File: src/rtl/ld_st_unit_pkg.sv
// Shared types and defaults for the load/store unit.
package ld_st_unit_pkg;

  // Access sequencer states
  typedef enum logic [1:0] {
    IDLE = 2'd0,
    REQ  = 2'd1,
    RESP = 2'd2
  } ls_state_t;

  localparam int TMO_DEF = 15;
  localparam int AW_DEF  = 8;

  // Register address width for a given register pointer parameter
  function automatic int reg_addr_w(input int pw);
    return pw + 1;
  endfunction

endpackage

File: src/rtl/ld_st_unit_ls_addr_gen.sv
// Effective address: base plus sign-extended 4-bit offset, wrapping modulo 2^AW.
module ls_addr_gen #(
  parameter int AW = 8
) (
  input  logic [7:0]    base,
  input  logic [3:0]    offset,
  output logic [AW-1:0] addr
);

  // Sum width covers both the 8-bit base and the address, so truncation
  // to AW bits gives the modulo-2^AW result in either direction.
  localparam int SW = (AW > 8) ? AW : 8;

  logic [SW-1:0] base_ext_s;
  logic [SW-1:0] off_ext_s;
  logic [SW-1:0] sum_s;

  // Zero-extend base, sign-extend offset, add and keep the low AW bits
  always_comb begin
    base_ext_s = SW'(base);
    off_ext_s  = SW'(signed'(offset));
    sum_s      = base_ext_s + off_ext_s;
    addr       = sum_s[AW-1:0];
  end

endmodule

File: src/rtl/ld_st_unit.sv
// Load/store stage: one memory access per command with a bounded ack wait,
// load data returned through the register-file write port.
module ld_st_unit
  import ld_st_unit_pkg::*;
#(
  parameter int pw  = 4,
  parameter int AW  = AW_DEF,
  parameter int TMO = TMO_DEF
) (
  input  logic          clk,
  input  logic          rst_n,
  input  logic          start,
  input  logic          is_store,
  input  logic [7:0]    base,
  input  logic [3:0]    offset,
  input  logic [7:0]    st_data,
  input  logic [pw:0]   dst_addr,
  output logic          busy,
  output logic          done,
  output logic          err,
  output logic          mem_req,
  output logic          mem_we,
  output logic [AW-1:0] mem_addr,
  output logic [7:0]    mem_wdata,
  input  logic [7:0]    mem_rdata,
  input  logic          mem_ack,
  output logic          rf_wr_en,
  output logic [pw:0]   rf_wr_addr,
  output logic [7:0]    rf_dat
);

  localparam int RW = reg_addr_w(pw);

  // Counter value on the last unacknowledged REQ cycle before abort
  localparam logic [7:0] TMO_LAST = 8'(TMO - 1);

  ls_state_t     state_r;
  logic [7:0]    cnt_r;
  logic          is_store_r;
  logic [RW-1:0] dst_r;
  logic          busy_r;
  logic          done_r;
  logic          err_r;
  logic          mem_req_r;
  logic          mem_we_r;
  logic [AW-1:0] mem_addr_r;
  logic [7:0]    mem_wdata_r;
  logic          rf_wr_en_r;
  logic [RW-1:0] rf_wr_addr_r;
  logic [7:0]    rf_dat_r;
  logic [AW-1:0] addr_s;

  ls_addr_gen #(.AW(AW)) u_addr_gen (
    .base   (base),
    .offset (offset),
    .addr   (addr_s)
  );

  // Access sequencer with counter and all registered outputs
  always_ff @(posedge clk or negedge rst_n) begin
    if (!rst_n) begin
      state_r      <= IDLE;
      cnt_r        <= 8'd0;
      is_store_r   <= 1'b0;
      dst_r        <= '0;
      busy_r       <= 1'b0;
      done_r       <= 1'b0;
      err_r        <= 1'b0;
      mem_req_r    <= 1'b0;
      mem_we_r     <= 1'b0;
      mem_addr_r   <= '0;
      mem_wdata_r  <= 8'd0;
      rf_wr_en_r   <= 1'b0;
      rf_wr_addr_r <= '0;
      rf_dat_r     <= 8'd0;
    end else begin
      case (state_r)
        IDLE: begin
          done_r     <= 1'b0;
          rf_wr_en_r <= 1'b0;
          if (start) begin
            is_store_r  <= is_store;
            dst_r       <= dst_addr;
            mem_addr_r  <= addr_s;
            mem_wdata_r <= st_data;
            mem_we_r    <= is_store;
            mem_req_r   <= 1'b1;
            busy_r      <= 1'b1;
            err_r       <= 1'b0;
            cnt_r       <= 8'd0;
            state_r     <= REQ;
          end
        end
        REQ: begin
          // An ack on the final allowed cycle takes priority over the abort
          if (mem_ack) begin
            if (!is_store_r) begin
              rf_dat_r <= mem_rdata;
            end
            mem_req_r <= 1'b0;
            mem_we_r  <= 1'b0;
            state_r   <= RESP;
          end else if (cnt_r == TMO_LAST) begin
            err_r     <= 1'b1;
            mem_req_r <= 1'b0;
            mem_we_r  <= 1'b0;
            state_r   <= RESP;
          end else begin
            cnt_r <= cnt_r + 8'd1;
          end
        end
        RESP: begin
          done_r       <= 1'b1;
          rf_wr_en_r   <= ~is_store_r & ~err_r;
          rf_wr_addr_r <= dst_r;
          busy_r       <= 1'b0;
          state_r      <= IDLE;
        end
        default: begin
          state_r    <= IDLE;
          busy_r     <= 1'b0;
          done_r     <= 1'b0;
          mem_req_r  <= 1'b0;
          mem_we_r   <= 1'b0;
          rf_wr_en_r <= 1'b0;
        end
      endcase
    end
  end

  assign busy       = busy_r;
  assign done       = done_r;
  assign err        = err_r;
  assign mem_req    = mem_req_r;
  assign mem_we     = mem_we_r;
  assign mem_addr   = mem_addr_r;
  assign mem_wdata  = mem_wdata_r;
  assign rf_wr_en   = rf_wr_en_r;
  assign rf_wr_addr = rf_wr_addr_r;
  assign rf_dat     = rf_dat_r;

endmodule

File: config.mk
export PLATFORM = sky130hd
export DESIGN_NAME = ld_st_unit
export DESIGN_NICKNAME = d
export VERILOG_FILES = /design/src/rtl/ld_st_unit_pkg.sv /design/src/rtl/ld_st_unit_ls_addr_gen.sv /design/src/rtl/ld_st_unit.sv
export SDC_FILE = /design/constraint.sdc
export NUM_CORES = 1
export LEC_CHECK = 0
export BUFFER_PORTS_ARGS = -buffer_cell sky130_fd_sc_hd__buf_4
export CORE_MARGIN = 1.5
export CORE_UTILIZATION = 40
export DETAILED_ROUTE_END_ITERATION = 8
export PLACE_DENSITY = 0.75
export SLEW_MARGIN = 20
export SYNTH_ARGS = -nofsm -noshare
export SYNTH_HDL_FRONTEND = slang
export SYNTH_SLANG_ARGS = --single-unit
export TNS_END_PERCENT = 20
File: constraint.sdc
create_clock -name clk -period 2 [get_ports clk]
set_clock_uncertainty 0.2 [all_clocks]
set_input_delay 0.1 -clock clk [delete_from_list [all_inputs] [get_ports clk]]
set_output_delay 0.1 -clock clk [all_outputs]
set_load 0.1 [all_outputs]
### Word-level counts from Yosys, hierarchy flattened

Index checks and enable logic that the tools add are counted.

* output and inout bits: 35
* flip-flop bits (word level): 51
* bits of input ports: 38
* word-level logic and storage cells: 59

* mux-type cells: 21
* add/subtract/negate cells: 2
* reductions and logical operators: 9
* bitwise gates (word level): 5
* eq/ne operators: 8

Operators by type and width (count)
* $mux W8: 3
* $pmux W8 S2: 1
* $add A8 B1 Y8 const B: 1
* $add A8 B8 Y8: 1
* $eq A8 B4 Y1 const B: 1
* $ne A2 B2 Y1 const B: 4
* $pmux W1 S2: 4
* $reduce_and A4 Y1: 2
* $mux W1: 7
* $mux W2: 3
* $pmux W1 S3: 2
* $reduce_and A2 Y1: 3
* $reduce_and A3 Y1: 2
* $not A1 Y1: 4
* $pmux W2 S2: 1
* $ne A3 B3 Y1 const B: 1
* $eq A2 B1 Y1 const B: 1
* $eq A2 B2 Y1 const B: 1
* $logic_not A2 Y1: 1
* $reduce_bool A2 Y1: 1
* $and A1 B1 Y1: 1

### Depth between registers and ports, before layout

Gate-level depths: netlist of run 1.

* word-level depth: 4
* mapped depth: 7
* mapped depth without buffers: 7

### Hierarchy

A second synthesis of run 1 with hierarchy kept.

* cell total of the unflattened synthesis: 202
* area total of the unflattened synthesis: 2483.6 um^2

By module, submodules not included
* ld_st_unit: area each 2152.1 um^2, cells an instance 160, seq. area each 1276.2 um^2, times used 1
* ls_addr_gen: area each 331.6 um^2, cells an instance 42, seq. area each 0.0 um^2, times used 1

### Least setup slack after synthesis of run 1

No wires, ideal clock.

* kind: reg2reg
* start: reg cnt_r[0]
* end: reg cnt_r[1]
* data required time: 1.675 ns
* setup slack: -0.010 ns
* period minus slack after synthesis: 2.010 ns
* library setup time: 0.125 ns
* data arrival time: 1.685 ns
* cell stages (with the launch flop): 7
* path buffers: 0
* path through: dfrtp_1 -> inv_1 -> ha_1 -> nor3b_1 -> a211o_1 -> a21oi_2 -> mux2_2

* word-level cells in the longest chain between the ends: 4
* elaborated cells between the ends (all ways): 7
* classes of those cells: add/sub (1); eq/ne (2); mux (3); reduce/logical (1)

Ends and longest elaborated chain
* start, declared: line ld_st_unit.sv:38 `logic [7:0] cnt_r;`
* start signal, assigned: line ld_st_unit.sv:109 `cnt_r <= cnt_r + 8'd1;`
* $add A8 B1 Y8: line ld_st_unit.sv:109
* $mux W8: line ld_st_unit.sv:103 `end else if (cnt_r == TMO_LAST) begin`
* $mux W8: line ld_st_unit.sv:96 `if (mem_ack) begin`
* $pmux W8 S2: line ld_st_unit.sv:77 `case (state_r)`

Parallel ways exist; a longest one is shown, timed or not. The select of a mux whose other input is x is not followed.
A chain may end at the register's enable or synchronous reset.

### Worst setup path after layout of run 1

Same ends and word-level chain as after synthesis.

==> results.cfg, run 1 <==
[status]
outcome = finished clean

[worst_setup_path]
crit_path_top_delay_cell = dfrtp_1
crit_path_max_incr_delay_ns = 0.36
cp_max_fo = 4
critPathRequiredTime_ns = 1.98
endpoint_kind = register
crit_chain = inv_1 > ha_1 > nor3b_2 > a211o_1 > a21oi_2 > mux2_2
worst_setup_path_start_kind = register
crit_type = register to register
cp.arrival_ns = 1.91

[placement]
dp.cells = 394
gp_congestion = 0.846
place_ws_ns = 0.0431
dp_hpwl_um = 4150
io_buffers = 72

[yosys]
synth_seq_cells = 51
synth_xor_area_frac = 0.00703
async_reset_ff_frac = 1.00
synth_mux_area_frac = 0.0713
syn_nets = 291
synthesis.instances = 243
synth_area_leaders = dfrtp_1 51%, nand2_1 8.9%, mux2_2 6.3%
synth_edf_count = 0
yosys_warnings = 0
synth_top_family_by_area = simple AND/OR/NAND/NOR gates
syn_avg_cell_area_um2 = 10.3
synth_area_mm2 = 0.00249
yosysTopAreaCell = dfrtp_1
seq_area_frac_synth = 0.512
synthFlopType = dfrtp_1
synth_top_cell_area_share = 0.512
synth_cell_types = 45
synth-simple-area-share = 0.191
synthAdderAreaFrac = 0.0532
synth-compound-area-share = 0.135

[sta]
final_max_slew_viol_count = 0
setup_viol = 0
timing.final.crit_share = 0.966
rsz0062_at_grt = true
fin_crit_ns = 1.93
max_freq_mhz = 518
worstMarginPinSlew_ns = 0.631
setup_slack_ns = 0.0689
slew_headroom = 0.580
final_hold_viol_count = 0

[die]
coreArea_mm2 = 0.00596
rows = 28
initial_core_util = 0.418
io_pins = 73
die-area_mm2 = 0.00671
die_w_um = 81.9
die_y_um = 81.9

[routing]
drt-total-wl_um = 5840
wire_per_inst_um = 13.7
vias_per_cell = 5.18
vias = 2211
drtIter0Drc = 110
drc_errors = 0
ant_nets = 0
firstDrtPassIters = 4

[finish]
final_common_cell = buf_4
antenna_cells = 0
finalCoreUtilization = 0.600
area_growth_pct = 43.4
drive_gt1_frac = 0.321
num-nets-final = 400
final_cell_mix = 83 x buf_4, 59 x nand2_1, 51 x dfrtp_1
final_cells = 427

[global_routing]
antenna_found_initial = 0
grt_pass1_vias = 2165
grt_pass1_wl_um = 9540
grt_max_degree = 52
grt_usage = 0.185
overflow = 0

[cts]
clock_path_buffers = 2
clk_latency_ns = 0.29
cts_setup_buffers = 0
cts_tree = built
cts-htree-levels = 2
cts_made_buffers = 5
cts_root_buf = clkbuf_8
cts_sinks = 51
clkTransAtPathRegs_ns = 0.09

[job]
cap_violations = 0

[min_path]
hold_path.class = input port to register
-- area by class of cell --
class	instances	area (um^2)
tap	75	93.8
sequential	51	1280
multi-input combinational	175	1160
clock inverter	2	37.5
inverter	9	33.8
fill	495	2380
clock buffer	5	68.8
timing repair buffer	110	903
-- per-stage QoR --
stage,setup TNS [ns],instance area (um^2),hold WS (ns)
2_1_floorplan,0,2490,-0.396
3_3_place_gp,0,3190,-0.0302
3_5_place_dp,0,3190,-0.0284
4_1_cts,0,3560,0.0403
5_1_grt,-0.0274,3570,0.0603
6_report,0,3570,0.0466
-- synth_stat cells, types with 2 or more instances --
cell type and instances:
nand2b_1 3, dfrtp_1 51, a211oi_1 5, a2111o_1 3, nor3_1 2, mux2i_1 2
xor2_1 2, ha_1 9, clkbuf_1 4, inv_1 9, o21bai_1 2, or4_1 3
nor3b_1 5, a21o_1 4, mux2_2 14, a21oi_1 8, nand3_1 9, a211o_1 2
o21a_1 2, o31ai_1 2, o41ai_1 2, o21ai_0 10, nand2_1 59, nor2_1 8
buf_2 3
-- worst max-delay path, delay by kind of cell (launching register included) --
family                     cells  cell delay (ns)
AOI/OAI and AO/OA              2             0.49
adders and majority gates      1             0.20
buffers and inverters          1             0.07
DFF                            1             0.36
muxes                          1             0.34
and+or+nand+nor                1             0.16
-- sequential cells by signal, summed over array words and instances, names as in the netlist --
signal	cells
rf_dat	8
done	1
mem_req	1
mem_we	1
state_r	2
mem_wdata	8
busy	1
cnt_r	8
err	1
rf_wr_addr	5
mem_addr	8
dst_r	5
rf_wr_en	1
is_store_r	1
-- final timing paths --
check / slack [ns] / depth (start not counted) / start / endpoint
max in group asynchronous: 1.02 / 2 / rst_n / cnt_r[0]$_DFFE_PN0P_
max reg2reg: 0.07 / 6 / cnt_r[0]$_DFFE_PN0P_ / cnt_r[1]$_DFFE_PN0P_
max: 0.07 / 6 / cnt_r[0]$_DFFE_PN0P_ / cnt_r[1]$_DFFE_PN0P_
min reg2reg: 0.28 / 2 / dst_r[2]$_DFFE_PN0P_ / dst_r[2]$_DFFE_PN0P_
min in group asynchronous: 0.15 / 2 / rst_n / cnt_r[6]$_DFFE_PN0P_
min: 0.05 / 5 / offset[3] / mem_addr[7]$_DFFE_PN0P_
-- routing by layer --
layer | wire length, um | global-route usage | up-vias | share of wire
met5 | 0 | 0 | - | 0
met4 | 61 | 0.0475 | 0 | 0.010
met3 | 314 | 0.0467 | 11 | 0.054
met2 | 2890 | 0.312 | 73 | 0.49
met1 | 2580 | 0.236 | 1051 | 0.44
li1 | - | - | 1076 | -
-- cells by family (layout without fill, tap and decap cells) --
logic type / Yosys count / count (layout)
buf+inv: 17 / 126
simple gates: 99 / 99
flops: 51 / 51
xor+xnor: 2 / 2
mux: 16 / 16
compound gates: 48 / 48
fa+ha+maj: 10 / 10
-- repair_timing --
item / in CTS / in global routing
gates resized for setup: 0 / 3
hold buffers: 26 / 0
endpoints found under the hold margin: 78 / 0
endpoints found under the setup margin: 0 / 7
Power of run 1 is left out: the tool's default activity adds up to more than one toggle a clock period on the data nets, which glitch-free logic cannot reach.
==> run 2, diff against run 1 <==
==> constraint.sdc (replaced) <==
create_clock -name clk -period 2 [get_ports clk]
set_clock_uncertainty 0.2 [all_clocks]
set_input_delay 0.4 -clock clk [delete_from_list [all_inputs] [get_ports clk]]
set_output_delay 0.4 -clock clk [all_outputs]
set_load 0.1 [all_outputs]
==> results.cfg, run 2 (synthesized netlist as in run 1, its figures left out) <==
[routing]
drt-total-wl_um = 5540
firstDrtPassIters = 4
drtIter0Drc = 112
drc_errors = 0
vias = 2107
ant_nets = 0
vias_per_cell = 5.11
wire_per_inst_um = 13.4

[die]
coreArea_mm2 = 0.00596
die_y_um = 81.9
die_w_um = 81.9
initial_core_util = 0.418
io_pins = 73
die-area_mm2 = 0.00671
rows = 28

[worst_setup_path]
rrSetupSlack_ns = 0.08
crit_type = register to register
worst_setup_path_start_kind = register
endpoint_kind = register
cp.arrival_ns = 1.91
cp_max_fo = 4
critPathRequiredTime_ns = 2.00

[sta]
final_max_slew_viol_count = 0
final_hold_viol_count = 0
max_freq_mhz = 522
worstMarginPinSlew_ns = 0.624
fin_setup_tns_ns = 0
slew_headroom = 0.582
setup_viol = 0
timing.final.crit_share = 0.958
setup_slack_ns = 0.0838
fin_crit_ns = 1.92

[min_path]
hold_path.class = input port to register

[status]
outcome = finished clean

[cts]
cts_root_buf = clkbuf_8
cts_sinks = 51
clk_latency_ns = 0.30
clock_path_buffers = 2
cts_made_buffers = 5
clkTransAtPathRegs_ns = 0.09
cts-htree-levels = 2
cts_tree = built

[placement]
place_ws_ns = -0.126
gp_congestion = 0.834
io_buffers = 72
dp_hpwl_um = 4120

[global_routing]
grt_pass1_vias = 2010
grt_pass1_wl_um = 8960
overflow = 0
antenna_found_initial = 0
grt_max_degree = 52
grt_usage = 0.173

[finish]
drive_gt1_frac = 0.371
area_growth_pct = 36.5
antenna_cells = 0
num-nets-final = 385
final_common_cell = buf_4
final_cell_mix = 94 x buf_4, 59 x nand2_1, 51 x dfrtp_1
finalCoreUtilization = 0.571

[job]
cap_violations = 0
run 2: cell count changes in the layout (fill, tap and decap cells not counted):
cell | previous run | this run
dlygate4sd3_1 | 26 | 1
buf_4 | 83 | 94
and3_1 | 1 | 0
and3_4 | 0 | 1
buf_12 | 1 | 0
ha_1 | 9 | 8
ha_2 | 0 | 1
nor4b_2 | 1 | 0
nor4b_4 | 0 | 1
run 2: path summary, 6_finish.rpt:
kind                                       from                    to  depth (start not counted)
min in group asynchronous                 rst_n    mem_we$_DFFE_PN0P_                          2
max                        cnt_r[0]$_DFFE_PN0P_  cnt_r[1]$_DFFE_PN0P_                          6
min reg2reg                dst_r[0]$_DFFE_PN0P_  dst_r[0]$_DFFE_PN0P_                          2
max reg2reg                cnt_r[0]$_DFFE_PN0P_  cnt_r[1]$_DFFE_PN0P_                          6
max in group asynchronous                 rst_n  cnt_r[5]$_DFFE_PN0P_                          2
min                                 dst_addr[2]  dst_r[2]$_DFFE_PN0P_                          3
run 2: critical path: stages (launching register included):
cell and delay, ns:
dfrtp_1 0.36, inv_1 0.06, ha_2 0.19, nor3b_2 0.16, a211o_1 0.32, a21oi_2 0.18
mux2_2 0.34
run 2: routing by layer:
layer,global-route usage,routed length [um],vias up
li1,-,-,1042
met1,0.214,2410,995
met2,0.299,2730,63
met3,0.0467,345,7
met4,0.0390,54,0
met5,0,0,-
run 2: stage by stage:
stage	std cells	instance area [um^2]	hold slack, ns
after global placement	403	3250	0.252
final	412	3400	0.0791
after detailed placement	403	3250	0.260
after floorplan	243	2490	-0.0956
after global routing	412	3400	0.0750
after CTS	411	3360	0.0757
run 2: layout make-up:
class / count / area [um^2]
clock inverters: 2 / 37.5
fillers: 533 / 2550
repair buffers: 95 / 716
clock buffers: 5 / 68.8
well taps: 75 / 93.8
multi-input cells: 175 / 1180
inverters: 9 / 33.8
flip-flops and latches: 51 / 1280
run 2: timing repair:
action	in CTS	in global routing
hold buffers	1	0
gates resized for setup	0	6
endpoints found under the setup margin	0	11
setup buffers	0	1
hold endpoints to repair	51	0
Power of run 2 is left out for the same reason.
==> run 3, diff against run 2 <==
--- a/config.mk
+++ b/config.mk
@@ -5,6 +5,7 @@
 export SDC_FILE = /design/constraint.sdc
 export NUM_CORES = 1
 export LEC_CHECK = 0
+export ABC_AREA = 1
 export BUFFER_PORTS_ARGS = -buffer_cell sky130_fd_sc_hd__buf_4
 export CORE_MARGIN = 1.5
 export CORE_UTILIZATION = 40
==> results.cfg, run 3 <==
[status]
outcome = finished clean

[cts]
cts_root_buf = clkbuf_8
clk_latency_ns = 0.30
cts-htree-levels = 2
clkTransAtPathRegs_ns = 0.09
cts_made_buffers = 5
cts_setup_buffers = 0
cts_tree = built
postCtsHoldBufs = 1
ctsResizeCount = 0
cts_sinks = 51
clock_path_buffers = 2

[yosys]
seq_area_frac_synth = 0.520
synth_area_mm2 = 0.00245
synth_top_cell_area_share = 0.520
yosysTopAreaCell = dfrtp_1
synth_cell_types = 27
synth.most_common_cell = nand2_1
synthAdderAreaFrac = 0.0541
synthFlopType = dfrtp_1
yosys_warnings = 0
syn_nets = 326
async_reset_ff_frac = 1.00
synth_top_family_by_area = simple AND/OR/NAND/NOR gates
synth_mux_area_frac = 0.0551
synth_commonest_cells = 103 x nand2_1, 51 x dfrtp_1, 26 x inv_1, 20 x nand3_1, 15 x o21ai_0
synth_seq_cells = 51
synth-compound-area-share = 0.0510
synth_area_leaders = dfrtp_1 52%, nand2_1 16%, mux2_2 5.5%
syn_avg_cell_area_um2 = 8.82
synth-simple-area-share = 0.256
synth_xor_area_frac = 0.00714
synth_edf_count = 0
synthesis.instances = 278

[global_routing]
grt_pass1_wl_um = 8330
grt_usage = 0.164
overflow = 0
grt_pass1_vias = 1923
antenna_found_initial = 0
grt_max_degree = 52

[worst_setup_path]
cp.arrival_ns = 1.79
cp_common_cell = inv_1
crit_chain = inv_1 > ha_1 > nand2_1 > nor2_1 > nand3_1 > nand2_2 > inv_1 > nor3_1
endpoint_kind = register
r2r-end = state_r[1]$_DFFE_PN0P_
cp_max_fo = 15
rr_worst_depth = 8
endpoint = state_r[1]$_DFFE_PN0P_
worst_setup_path_start_kind = register
crit_path_max_incr_delay_ns = 0.42
crit_type = register to register
r2r-start = cnt_r[0]$_DFFE_PN0P_
startpoint = cnt_r[0]$_DFFE_PN0P_
crit_path_top_delay_cell = dfrtp_1
rrSetupSlack_ns = 0.23
critPathRequiredTime_ns = 2.02

[die]
initial_core_util = 0.414
die-area_mm2 = 0.00661
die_w_um = 81.3
io_pins = 73
coreArea_mm2 = 0.00592
rows = 28
die_y_um = 81.3

[sta]
fin_crit_ns = 1.77
rsz0062_at_grt = false
max_freq_mhz = 566
hold_ws_ns = 0.0869
worstMarginPinSlew_ns = 0.628
setup_viol = 0
final_max_slew_viol_count = 0
final_hold_viol_count = 0
fin_setup_tns_ns = 0
timing.final.crit_share = 0.884
slew_headroom = 0.581
setup_slack_ns = 0.232

[finish]
final_common_cell = nand2_1
drive_gt1_frac = 0.287
antenna_cells = 0
area_growth_pct = 30.0
final_cell_mix = 103 x nand2_1, 76 x buf_4, 51 x dfrtp_1
num-nets-final = 404
finalCoreUtilization = 0.538

[routing]
wire_per_inst_um = 11.7
drtIter0Drc = 101
drt-total-wl_um = 5030
firstDrtPassIters = 4
drc_errors = 0
vias_per_cell = 4.71
ant_nets = 0
vias = 2030

[placement]
place_ws_ns = 0.0828
gp_congestion = 0.814
dp_hpwl_um = 3760
io_buffers = 72

[job]
cap_violations = 0

[min_path]
hold_path.class = input port to register
hp-start = st_data[2]
==> run 3: cell types whose count changed after synthesis, moves of 5 or more <==
cell,before,now
inv_1,9,26
nand3_1,9,20
o21ai_0,10,15
nand2_1,59,103
nor3b_1,5,0
a211oi_1,5,0
==> run 3: layout make-up <==
type	count	area (um^2)
Timing Repair Buffer	77	581
Inverter	26	97.6
Tap cell	75	93.8
Multi-Input combinational cell	195	1040
Sequential cell	51	1280
Fill cell	567	2730
Clock buffer	6	72.6
Clock inverter	1	30.0
==> run 3: cells by family after synthesis <==
| family | Yosys count |
|---|---|
| compound gates | 23 |
| xor+xnor | 2 |
| fa+ha+maj | 10 |
| buf+inv | 32 |
| flops | 51 |
| mux | 12 |
| simple gates | 148 |
==> run 3: worst max-delay path, delay by kind of cell, from the launching register on <==
family                   cells  cell delay (ns)
buffers and inverters        2             0.23
adder cells (fa/ha/maj)      1             0.16
AND/OR/NAND/NOR              5             0.68
flip-flops                   1             0.42
==> run 3: stage by stage <==
stage | cell area, um^2 | instances
3_5_place_dp | 3080 | 423
5_1_grt | 3190 | 431
6_report | 3190 | 431
3_3_place_gp | 3080 | 423
2_1_floorplan | 2450 | 278
4_1_cts | 3190 | 431
==> run 3: worst min-delay path by stage <==
stage,endpoint,depth (start not counted)
final,mem_wdata[2]$_DFFE_PN0P_,3
after detailed placement,mem_we$_DFFE_PN0P_,2
after global placement,rf_wr_en$_DFFE_PN0N_,1
after global routing,mem_wdata[6]$_DFFE_PN0P_,3
after CTS,dst_r[2]$_DFFE_PN0P_,3
after floorplan,busy$_DFFE_PN0P_,0
==> run 3: metal layers <==
metal | GRT usage | vias to the layer above | wire [um]
met5 | 0 | - | 0
met4 | 0.0500 | 0 | 55
met3 | 0.0494 | 7 | 271
met2 | 0.281 | 53 | 2420
met1 | 0.196 | 931 | 2280
li1 | - | 1039 | -
Power of run 3 is left out for the same reason.
